### config.mk
export PLATFORM = sky130hd
export DESIGN_NAME = serializador_p2s
export DESIGN_NICKNAME = d
export VERILOG_FILES = /design/src/rtl/serializador_p2s.sv
export SDC_FILE = /design/constraint.sdc
export NUM_CORES = 1
export LEC_CHECK = 0
export ABC_AREA = 0
export CAP_MARGIN = 20
export CORE_AREA = 2 2 39 41
export CTS_BUF_LIST = sky130_fd_sc_hd__clkbuf_8
export DETAILED_ROUTE_END_ITERATION = 16
export DIE_AREA = 0 0 41 43
export PLACE_DENSITY = 0.71
export SLEW_MARGIN = 20
export SYNTH_ARGS = -nofsm -noshare
export SYNTH_HDL_FRONTEND = slang
export SYNTH_SLANG_ARGS = --single-unit
export TNS_END_PERCENT = 100
### constraint.sdc
create_clock -name clk -period 5.1 [get_ports clk]
set_input_delay 1.02 -clock clk [delete_from_list [all_inputs] [get_ports clk]]
set_output_delay 1.02 -clock clk [all_outputs]
set_load 0.05 [all_outputs]
### src/rtl/serializador_p2s.sv
// serializador_p2s: 8-bit parallel-to-serial converter, one bit per clk.
// Optional trailing parity bit when SERIALIZADOR_PARITY_EN is defined.
// Ports: clk, reset (sync, active-high), enb/data (word strobe + byte),
//        out (registered serial bit), rdy (word can be taken next edge).
// Params: MSB_FIRST (bit order), ODD_PARITY (parity sense, macro only).
module serializador_p2s #(
   parameter int MSB_FIRST  = 1,
   parameter int ODD_PARITY = 0
) (
   input  logic       clk,
   input  logic       reset,
   input  logic       enb,
   input  logic [7:0] data,
   output logic       out,
   output logic       rdy
);

`ifdef SERIALIZADOR_PARITY_EN
   localparam int CW   = 4;
   localparam int LAST = 8;
`else
   localparam int CW   = 3;
   localparam int LAST = 7;
`endif

   // Elaboration guard; also the only use of ODD_PARITY without parity.
   if (MSB_FIRST > 1 || ODD_PARITY > 1) begin : g_param_chk
      $error("serializador_p2s: MSB_FIRST/ODD_PARITY must be 0 or 1");
   end

   typedef enum logic {
      IDLE,
      SHIFT
   } state_t;

   state_t        state_q;
   logic [7:0]    word_q;
   logic [CW-1:0] cnt_q;
   logic [CW-1:0] cnt_d;
   logic          out_q;

   function automatic logic bit_at(input logic [7:0] w,
                                   input logic [2:0] i);
      if (MSB_FIRST != 0) return w[3'd7 - i];
      else                return w[i];
   endfunction

   always_comb begin
      cnt_d = cnt_q + 1'b1;
   end

   assign rdy = (state_q == IDLE) || (cnt_q == CW'(LAST));
   assign out = out_q;

   always_ff @(posedge clk) begin
      if (reset) begin
         state_q <= IDLE;
         word_q  <= '0;
         cnt_q   <= '0;
         out_q   <= 1'b0;
      end else begin
         unique case (state_q)
            IDLE: begin
               if (enb) begin
                  state_q <= SHIFT;
                  word_q  <= data;
                  cnt_q   <= '0;
                  out_q   <= bit_at(data, 3'd0);
               end
            end
            SHIFT: begin
               if (cnt_q == CW'(LAST)) begin
                  // Frame ends: chain the next word with no idle gap.
                  if (enb) begin
                     word_q <= data;
                     cnt_q  <= '0;
                     out_q  <= bit_at(data, 3'd0);
                  end else begin
                     state_q <= IDLE;
                     cnt_q   <= '0;
                     out_q   <= 1'b0;
                  end
               end else begin
                  cnt_q <= cnt_d;
`ifdef SERIALIZADOR_PARITY_EN
                  // Parity comes from the captured word, not live data.
                  if (cnt_d == CW'(8))
                     out_q <= (^word_q) ^ ODD_PARITY[0];
                  else
                     out_q <= bit_at(word_q, cnt_d[2:0]);
`else
                  out_q <= bit_at(word_q, cnt_d);
`endif
               end
            end
            default: begin
               state_q <= IDLE;
               out_q   <= 1'b0;
            end
         endcase
      end
   end

endmodule

---- Word level (Yosys, flattened, before mapping) ----
Index checks and enable logic that the tools add are counted.
storage, ports and cells
  flip-flop bits (word level) ............. 13
  input port bits ......................... 11
  output and inout bits ................... 2
  word-level logic and storage cells ...... 27
cells by class
  $add $sub $neg .......................... 2
  $lt $le $gt $ge ......................... 1
  equality and inequality tests ........... 3
  mux-type cells .......................... 15
  bitwise logic cells ..................... 1
  reduce and logical (&&, ||, !) cells .... 1
operator list
  operator                                             number
  two-way mux 8 bit                                    2
  case mux 8 bit (2 select lines)                      1
  two-way mux 1 bit                                    6
  two-way mux 3 bit                                    2
  case mux 3 bit (2 select lines)                      1
  < comparator 3 x 4 -> 1 bit (second input constant)  1
  case mux 1 bit (2 select lines)                      2
  adder 3 x 1 -> 3 bit (second input constant)         1
  binary-select mux 1 bit (select 3 bit)               1
  == test 3 bit (second input constant)                1
  subtractor 3 bit (first input constant)              1
  != test 2 x 1 -> 1 bit (second input constant)       1
  != test 2 bit (second input constant)                1
  logical OR 1 bit                                     1
  NOT 1 bit                                            1

---- Logic depth before layout (Yosys ltp) ----
Gate-level depths: netlist (run 1).
  word-level depth ........................ 6
  depth in mapped cells ................... 7
  gate-level depth less buffers ........... 6

---- Least setup slack after synthesis (run 1) ----
OpenSTA, ideal clock, no wires.
  path type ............................... flip-flop to output port
  start point ............................. reg cnt_q[0]
  end point ............................... out rdy
  arrival ................................. 1136 ps
  data required time ...................... 4080 ps
  path slack .............................. 2944 ps
  stages on the path, launching flop included .. 6
  path buffers ............................ 1
  cell sequence ........................... dfxtp_1 -> ha_1 -> ha_1 -> nor2b_1 -> inv_1 -> buf_2
on the way
  cells in the longest elaborated chain, start to end .. 2
ends and longest elaborated chain
  element                 RTL line  text
  start, declared         38        logic [CW-1:0] cnt_q;
  start signal, assigned  84        cnt_q <= cnt_d;
  == test 3 bit           52        assign rdy = (state_q == IDLE) || (cnt_q == CW'(LAST));
  logical OR 1 bit        52
  end, declared           15        output logic rdy
No other way between the ends.

---- Worst setup path in the final report (run 1) ----
Same ends and word-level chain as after synthesis.

==> metrics, run 1 <==
status=completed; Post-synth top cells=dfxtp_1 (13), a21oi_1 (11), nand3_1 (8), o21ai_0 (8), nor2_1 (5); met1 usage=24.1%; Post CTS Setup Buffer Count=0; GPL Wtd Cong=0.757; Num CTS Buffers=3; worst setup path category=flip-flop to output pin; Synth Warn #=0; Layout Nets=92; worst slew pin tran=0.573 ns; die area=1760 µm²; Die W=41 µm; first-pass GRT wire length=2010 µm; Antenna Cells=0; Top-Level Pins=13; layout cell share with drive strength beyond 1=5.13%; top-count cell post-synth=dfxtp_1; PwrDens=312 nW/µm²; Synth async-reset ratio=0%; clock root cell=clkbuf_8; PostCTS Resize Cnt=0; prevailing post-synth register cell=dfxtp_1; CTS tree=yes; post-synthesis cell count=66; Port Buf Inserts=12; HPWL Detailed=858 µm; CORE AREA=1380 µm²; Hold Path Depth=2; Synth Cell Area=582 µm²; GR Util met2=22.5%; Max clock buf depth=2; Reg2Reg Depth=6; unrepaired setup endpoints after global routing=false; Fill cells=122; crit path max fanout=12; final setup fails=0; area delta synth->final=29.0%; Tcrit/Tclk final=70.4%; leakage=0.280 nW; Initial Util=42.0%; largest area contributor in the synthesized netlist=dfxtp_1; sequential share of the synthesized area=44.7%; row count=14; number of synthesized flops with an enable pin=0; CP Capture Type=output pin; flop-to-flop setup slack=2.92 ns; DRT iter0 DRCs=13; # clock sinks=13; largest net degree at the start of global routing=15; Max transition margin=61.7%; Setup Total Neg Slack=0 ns; clock latency on the worst-skew pair=0.24 ns; DRC viols=0; f_max=278 MHz; routed len/inst=12.6 µm; Reg clk slew, reported paths=0.05 ns; gr ovfl total=0; Die Y=43 µm; library cells used by synthesis=18; total track usage=16.8%; met3 GRT Util=4.71%; Slew Limit Fails=0; ANT nets after route=0; post-route cell area=751 µm²; WP data required=4.08 ns; mean post-synth cell area=8.82 µm²; Final Hold Vio Count=0; synth top area cells=dfxtp_1 (45%), a21oi_1 (9.5%), nand3_1 (6.9%); dpl cell area=706 µm²; Synth Net Count=79; final wirelength=1180 µm; initial antenna violation count=0; Vias=523; Worst Path Arrival=2.57 ns; Peak VDD IR=0.217 mV; Hold WC Path Type=flip-flop to flip-flop; # hold bufs at CTS=0; DR pass1 iterations=4; Top Usage Layer GRT=met1; fin crit period=3.59 ns; max cap viols=0; CP Launch Type=flip-flop; final clock skew=0.00207 ns; share of the synthesized area in the top cell type=44.7%; Via density=5.56; number of synthesized register bits=13; vias in the first global route=467; H-Tree Depth=1
[state kept, by name, indices dropped and copies added, names as in the netlist]
| name | flops |
|---|---|
| out | 1 |
| cnt_q | 3 |
| state_q | 1 |
| word_q | 8 |
[stage by stage]
stage	power (mW)	setup slack, ns	cells	hold WS (ns)	utilization (%)
2_1_floorplan	0.134	2.94	66	0.445	-
3_3_place_gp	0.148	1.78	90	0.468	51.0
3_5_place_dp	0.148	1.77	90	0.470	51.0
4_1_cts	0.235	1.50	94	0.479	54.2
5_1_grt	0.246	1.33	94	0.512	54.2
6_report	0.234	1.51	94	0.480	54.2
[cell usage in the layout, fill, tap and decap left out]
| master | instances |
|---|---|
| inv_1 | 4 |
| ha_1 | 2 |
| mux2i_1 | 3 |
| dfxtp_1 | 13 |
| nor2_1 | 5 |
| nor3b_1 | 2 |
| a211oi_1 | 1 |
| nand2b_1 | 1 |
| o21ai_0 | 8 |
| nand3b_1 | 1 |
| clkbuf_8 | 3 |
| a32o_1 | 2 |
| mux4_2 | 1 |
| nor2b_1 | 1 |
| a21oi_1 | 11 |
| nand3_1 | 8 |
| clkdlybuf4s50_1 | 12 |
[cells by family (layout without fill, tap and decap cells)]
family                   after synthesis  count (layout)  share of synthesized area, %
AO/OA/AOI/OAI                         22              22                          21.1
adder cells (fa/ha/maj)                2               2                          4.30
buffers and inverters                  7              19                          4.73
flip-flops                            13              13                          44.7
multiplexers                           4               4                          9.03
AND/OR/NAND/NOR                       18              18                          16.1
[final timing paths]
check                                from        end
worst max-delay path             cnt_q[0]        rdy
worst min-delay path            word_q[5]  word_q[5]
worst max register to register   cnt_q[0]        out
worst min register to register  word_q[5]  word_q[5]
[critical path, cell delays in order (launching register included)]
cell             delay [ns]
dfxtp_1                0.36
ha_1                   0.22
ha_1                   0.18
nor2b_1                0.46
inv_1                  0.33
clkdlybuf4s50_1        0.79
[where the power goes]
group,internal (mW),total [mW],switching (mW)
Sequential,0.107,0.111,0.00356
Clock,0.0530,0.0878,0.0347
Combinational,0.0168,0.0354,0.0186
Total,0.177,0.234,0.0569
[layer usage]
metal,share of wire [%],wire [µm],up-vias
met1,48,571,235
met3,5.3,63,5
met4,2.3,27,0
met5,0,0,-
li1,-,-,262
met2,44,518,21
[area by class of cell]
type	count	area, µm²	area share (%)
Multi-Input combinational cell	46	294	39.2
Sequential cell	13	260	34.7
Clock inverter	1	3.75	0.500
Tap cell	16	20.0	2.67
Clock buffer	3	41.3	5.50
Inverter	3	11.3	1.50
Timing Repair Buffer	12	120	16.0
(Power assumes the default switching activity.)
==> inputs of run 2 (changes only) <==
- PLACE_DENSITY: 0.71 -> 0.74
- clock period: 5.1 -> 3.05 ns (I/O delays scaled with it)
==> run 2 against run 1 <==
Final area is 2.0% higher; flip-flop and latch count unchanged; critical endpoint unchanged; die area did not move; via count is 1.1% higher; largest power group unchanged; utilization increased by 1.1 points.
==> metrics, run 2 (same netlist as run 1, synthesis figures left out) <==
Largest register FFs=8 (unchanged); DP Cell Count=92 (+2.2%); CTS tree=yes; gr ovfl total=0 (unchanged); worst slew pin tran=0.503 ns (-0.0697 ns); leakage=0.289 nW (+3.4%); most frequent cells in the layout=dfxtp_1 (13), clkdlybuf4s50_1 (12), a21oi_1 (11); CP peak stage delay=0.80 ns (about the same); largest net degree at the start of global routing=15 (unchanged); total track usage=19.1% (+2.3 points); row count=14 (unchanged); sw frac=25.0% (+0.72 points); worst hold slack=0.475 ns (-0.00444 ns); vias in the first global route=539 (+15%); final core utilization=55.3% (+1.1 points); max cap viols=0 (unchanged); Largest Register=word_q; Initial Util=42.0% (unchanged); Final Hold Vio Count=0 (unchanged); PostCTS Resize Cnt=0 (unchanged); CP Launch Type=flip-flop; most common cell after layout, fill and taps aside=dfxtp_1; Design Power=0.398 mW (+70%); post-route cell area=766 µm² (+2.0%); Tcrit/Tclk final=87.0%; Die Y=43 µm (unchanged); routed len/inst=13.6 µm (+8.5%); unrepaired setup endpoints after global routing=false; worst setup path category=flip-flop to output pin; PwrDens=520 nW/µm² (+67%); clock root cell=clkbuf_8; Internal=0.299 mW (+69%); crit path max fanout=11 (-1); area delta synth->final=31.6%; Vias=529 (+1.1%); dpl ws=0.657 ns (-1.11 ns); Port Buf Inserts=12 (unchanged); Hold Path Depth=2 (unchanged); Antenna Cells=0 (unchanged); Max transition margin=66.4% (+4.6 points); status=completed; first-pass GRT wire length=2240 µm (+11%); Worst Path Arrival=2.04 ns (-0.53 ns); CP Capture Type=output pin; most numerous cell on the critical path=ha_1; Reg power frac=46.6% (-0.8 points); H-Tree Depth=1 (unchanged); final clock skew=0.00368 ns (+0.00161 ns); Setup Total Neg Slack=0 ns (unchanged); Slew Limit Fails=0 (unchanged); final setup fails=0 (unchanged); DRT iter0 DRCs=14 (+1); die area=1760 µm² (unchanged); GPL Wtd Cong=0.784 (+3.5%); clock latency on the worst-skew pair=0.24 ns (about the same); ANT nets after route=0 (unchanged); Top-Level Pins=13 (unchanged); CP max-delay cell=clkdlybuf4s50_1; Reg clk slew, reported paths=0.06 ns (about the same); Reg2Reg Depth=8 (+2); Die W=41 µm (unchanged); top flop regs=word_q: 8 flops, cnt_q: 3 flops; Layout Nets=94 (+2.2%); net switching power=0.0997 mW (+75%); Peak VDD IR=0.286 mV (+32%); HPWL Detailed=901 µm (+5.0%); initial antenna violation count=0 (unchanged); final wirelength=1310 µm (+11%); Max clock buf depth=2 (unchanged); flop-to-flop setup slack=1.25 ns (-1.67 ns); CORE AREA=1380 µm² (unchanged); fin crit period=2.65 ns; clock share of power=37.7% (+0.2 points); WP data required=2.44 ns (-1.64 ns); layout cell share with drive strength beyond 1=7.50% (+2.4 points); f_max=377 MHz; # hold bufs at CTS=0 (unchanged); Hold WC Path Type=flip-flop to flip-flop; Post CTS Setup Buffer Count=0 (unchanged); fin cells=96 (+2.1%); dpl cell area=721 µm² (+2.1%); Via density=5.51 (-0.96%); DRC viols=0 (unchanged); # clock sinks=13 (unchanged); Num CTS Buffers=3 (unchanged); Comb power frac=15.7% (+0.6 points); CP Cell Sequence=ha_1 -> ha_1 -> nor2b_1 -> buf_4 -> inv_1 -> clkdlybuf4s50_1; fin worst setup slack=0.397 ns (-1.11 ns); DR pass1 iterations=5 (+1)
## run 2: cell count changes in the layout (fill, tap and decap cells not counted), sizes merged
cell and delta:
buf +2
## run 2: worst max-delay path: cells and delay by family, from the launching register on
family        cells  cell delay [ns]
fa+ha+maj         2             0.31
simple gates      1             0.04
flops             1             0.42
buf+inv           3             1.03
## run 2: path summary, 6_finish.rpt
| path | from | to |
|---|---|---|
| setup / recovery | cnt_q[0] | rdy |
| hold / removal | word_q[5] | word_q[5] |
| setup reg to reg | cnt_q[0] | out |
| hold reg to reg | word_q[5] | word_q[5] |
## run 2: area by class of cell
| cell class | instances | area, µm² |
|---|---|---|
| Clock buffer | 3 | 41.3 |
| Clock inverter | 1 | 3.75 |
| Fill cell | 136 | 618 |
| Inverter | 3 | 11.3 |
| Multi-Input combinational cell | 46 | 294 |
| Sequential cell | 13 | 260 |
| Tap cell | 16 | 20.0 |
| Timing Repair Buffer | 14 | 135 |
## run 2: power by group through the flow
| stage | clock (mW) | sequential [mW] | combinational (mW) |
|---|---|---|---|
| CTS | 0.153 | 0.186 | 0.0629 |
| global placement | 0 | 0.189 | 0.0611 |
| global route | 0.159 | 0.187 | 0.0689 |
| finish | 0.150 | 0.186 | 0.0625 |
| floorplan | 0 | 0.192 | 0.0326 |
| detailed placement | 0 | 0.189 | 0.0624 |
## run 2: per-layer routing
metal,vias to the layer above,track usage [%],part of all wire [%]
li1,265,-,-
met1,243,23.8,43
met2,17,28.4,50
met3,4,3.14,4.6
met4,0,13.3,1.7
met5,-,0,0
==> inputs of run 3 (changes only) <==
- CAP_MARGIN: 20 -> unset
- CORE_AREA: 2 2 39 41 -> 2 2 54 56
- DIE_AREA: 0 0 41 43 -> 0 0 56 58
- PLACE_DENSITY: 0.74 -> unset
==> run 3 against run 2 <==
Global-route usage is 10 points lower; hold slack gained 0.0067 ns; setup slack better by 0.083 ns; critical path depth fell by 1; wire length rose by 2.9%; highest routed layer unchanged.
==> metrics, run 3 (same netlist as run 1, synthesis figures left out) <==
first-pass GRT wire length=2320 µm (+3.7%); CP Capture Type=output pin; Fill cells=299 (+120%); vias in the first global route=503 (-6.7%); CTS tree=yes; area of the multi-input gates=294 µm² (unchanged); most common cell after layout, fill and taps aside=dfxtp_1; Max clock buf depth=2 (unchanged); Hold WC Path Type=flip-flop to flip-flop; row count=19 (+5); Antenna Cells=0 (unchanged); worst slew pin tran=0.535 ns (+0.0323 ns); routed len/inst=12.1 µm (-11%); ANT nets after route=0 (unchanged); leakage=0.289 nW (unchanged); layout cell share with drive strength beyond 1=7.50% (unchanged); H-Tree Depth=1 (unchanged); Design Power=0.398 mW (about the same); Largest Register=word_q; Largest register FFs=8 (unchanged); total track usage=9.17% (-10 points); sequential cell area=260 µm² (unchanged); Top-Level Pins=13 (unchanged); CP Launch Type=flip-flop; die area=3250 µm² (+84%); Setup Total Neg Slack=0 ns (unchanged); Vias=519 (-1.9%); PostCTS Resize Cnt=0 (unchanged); Die Y=58 µm (+35%); final setup fails=0 (unchanged); unrepaired setup endpoints after global routing=false; Final Hold Vio Count=0 (unchanged); Worst Path Arrival=1.96 ns (-0.08 ns); final wirelength=1350 µm (+2.9%); final clock skew=0.00318 ns (-0.000499 ns); gr ovfl total=0 (unchanged); GPL Wtd Cong=0.668 (-15%); clock root cell=clkbuf_8; Reg clk slew, reported paths=0.06 ns (about the same); f_max=389 MHz (+3.2%); DRC viols=0 (unchanged); PwrDens=508 nW/µm² (-2.5%); # hold bufs at CTS=0 (unchanged); most frequent cells in the layout=dfxtp_1 (13), clkdlybuf4s50_1 (12), a21oi_1 (11); Layout Nets=94 (unchanged); DR pass1 iterations=3 (-2); initial antenna violation count=0 (unchanged); Tcrit/Tclk final=84.3% (-2.7 points); clock latency on the worst-skew pair=0.24 ns (about the same); Slew Limit Fails=0 (unchanged); largest net degree at the start of global routing=15 (unchanged); Initial Util=21.9% (-20 points); worst setup path category=flip-flop to output pin; status=completed; max cap viols=0 (unchanged); Max transition margin=64.2% (-2.2 points); Post CTS Setup Buffer Count=0 (unchanged); Die W=56 µm (+37%); fin crit period=2.57 ns (-0.0827 ns); Via density=4.68 (-15%); Peak VDD IR=0.249 mV (-13%); # clock sinks=13 (unchanged); WP data required=2.44 ns (about the same); DRT iter0 DRCs=7 (-7); Port Buf Inserts=12 (unchanged); crit path max fanout=5 (-6); area delta synth->final=34.8%; top flop regs=word_q: 8 flops, cnt_q: 3 flops; Num CTS Buffers=3 (unchanged); CORE AREA=2660 µm² (+92%)
==> run 3: cell counts in the layout (fill, tap and decap cells not counted) <==
No cell type changed its count.
==> run 3: layout make-up <==
type / instances / share of cell area [%]
clock buffer: 3 / 5.26
clock inverter: 1 / 0.478
inverter: 3 / 1.44
multi-input combinational: 46 / 37.5
sequential: 13 / 33.2
tap: 31 / 4.94
timing repair buffer: 14 / 17.2
==> run 3: worst paths after layout <==
check	cells after the start	slack, ns	start	endpoint
worst max-delay path	5	0.48	cnt_q[0]	rdy
worst min-delay path	2	0.48	word_q[1]	word_q[1]
worst max register to register	7	1.28	cnt_q[0]	out
worst min register to register	2	0.48	word_q[1]	word_q[1]
==> run 3: metal layers <==
layer	track usage (%)	share of wire [%]	routed length [µm]	vias up
met3	1.56	3.2	43	4
met2	16.1	48	649	9
met5	0	0	0	-
met4	6.12	2.2	29	0
met1	10.2	46	622	240
li1	-	-	-	266
==> run 3: power by group <==
part | switching [mW] | leakage, nW | internal (mW)
sequential | 0.00637 | 0.107 | 0.180
combinational | 0.0319 | 0.156 | 0.0304
clock | 0.0612 | 0.0269 | 0.0889
==> run 3: critical path, cell delays in order, from the launching register on <==
cell and delay, ns:
dfxtp_1 0.36, ha_1 0.22, ha_1 0.18, nor2b_1 0.18, inv_1 0.08, clkdlybuf4s50_1 0.70
==> run 3: metrics by stage <==
step	cell area (µm²)	utilization, %	instances	setup slack, ns	hold slack (ns)
floorplan	582	-	66	1.30	0.445
global placement	739	27.8	107	0.753	0.469
detailed placement	739	27.8	107	0.762	0.473
CTS	785	29.5	111	0.461	0.480
global route	785	29.5	111	0.395	0.510
finish	785	29.5	111	0.479	0.482
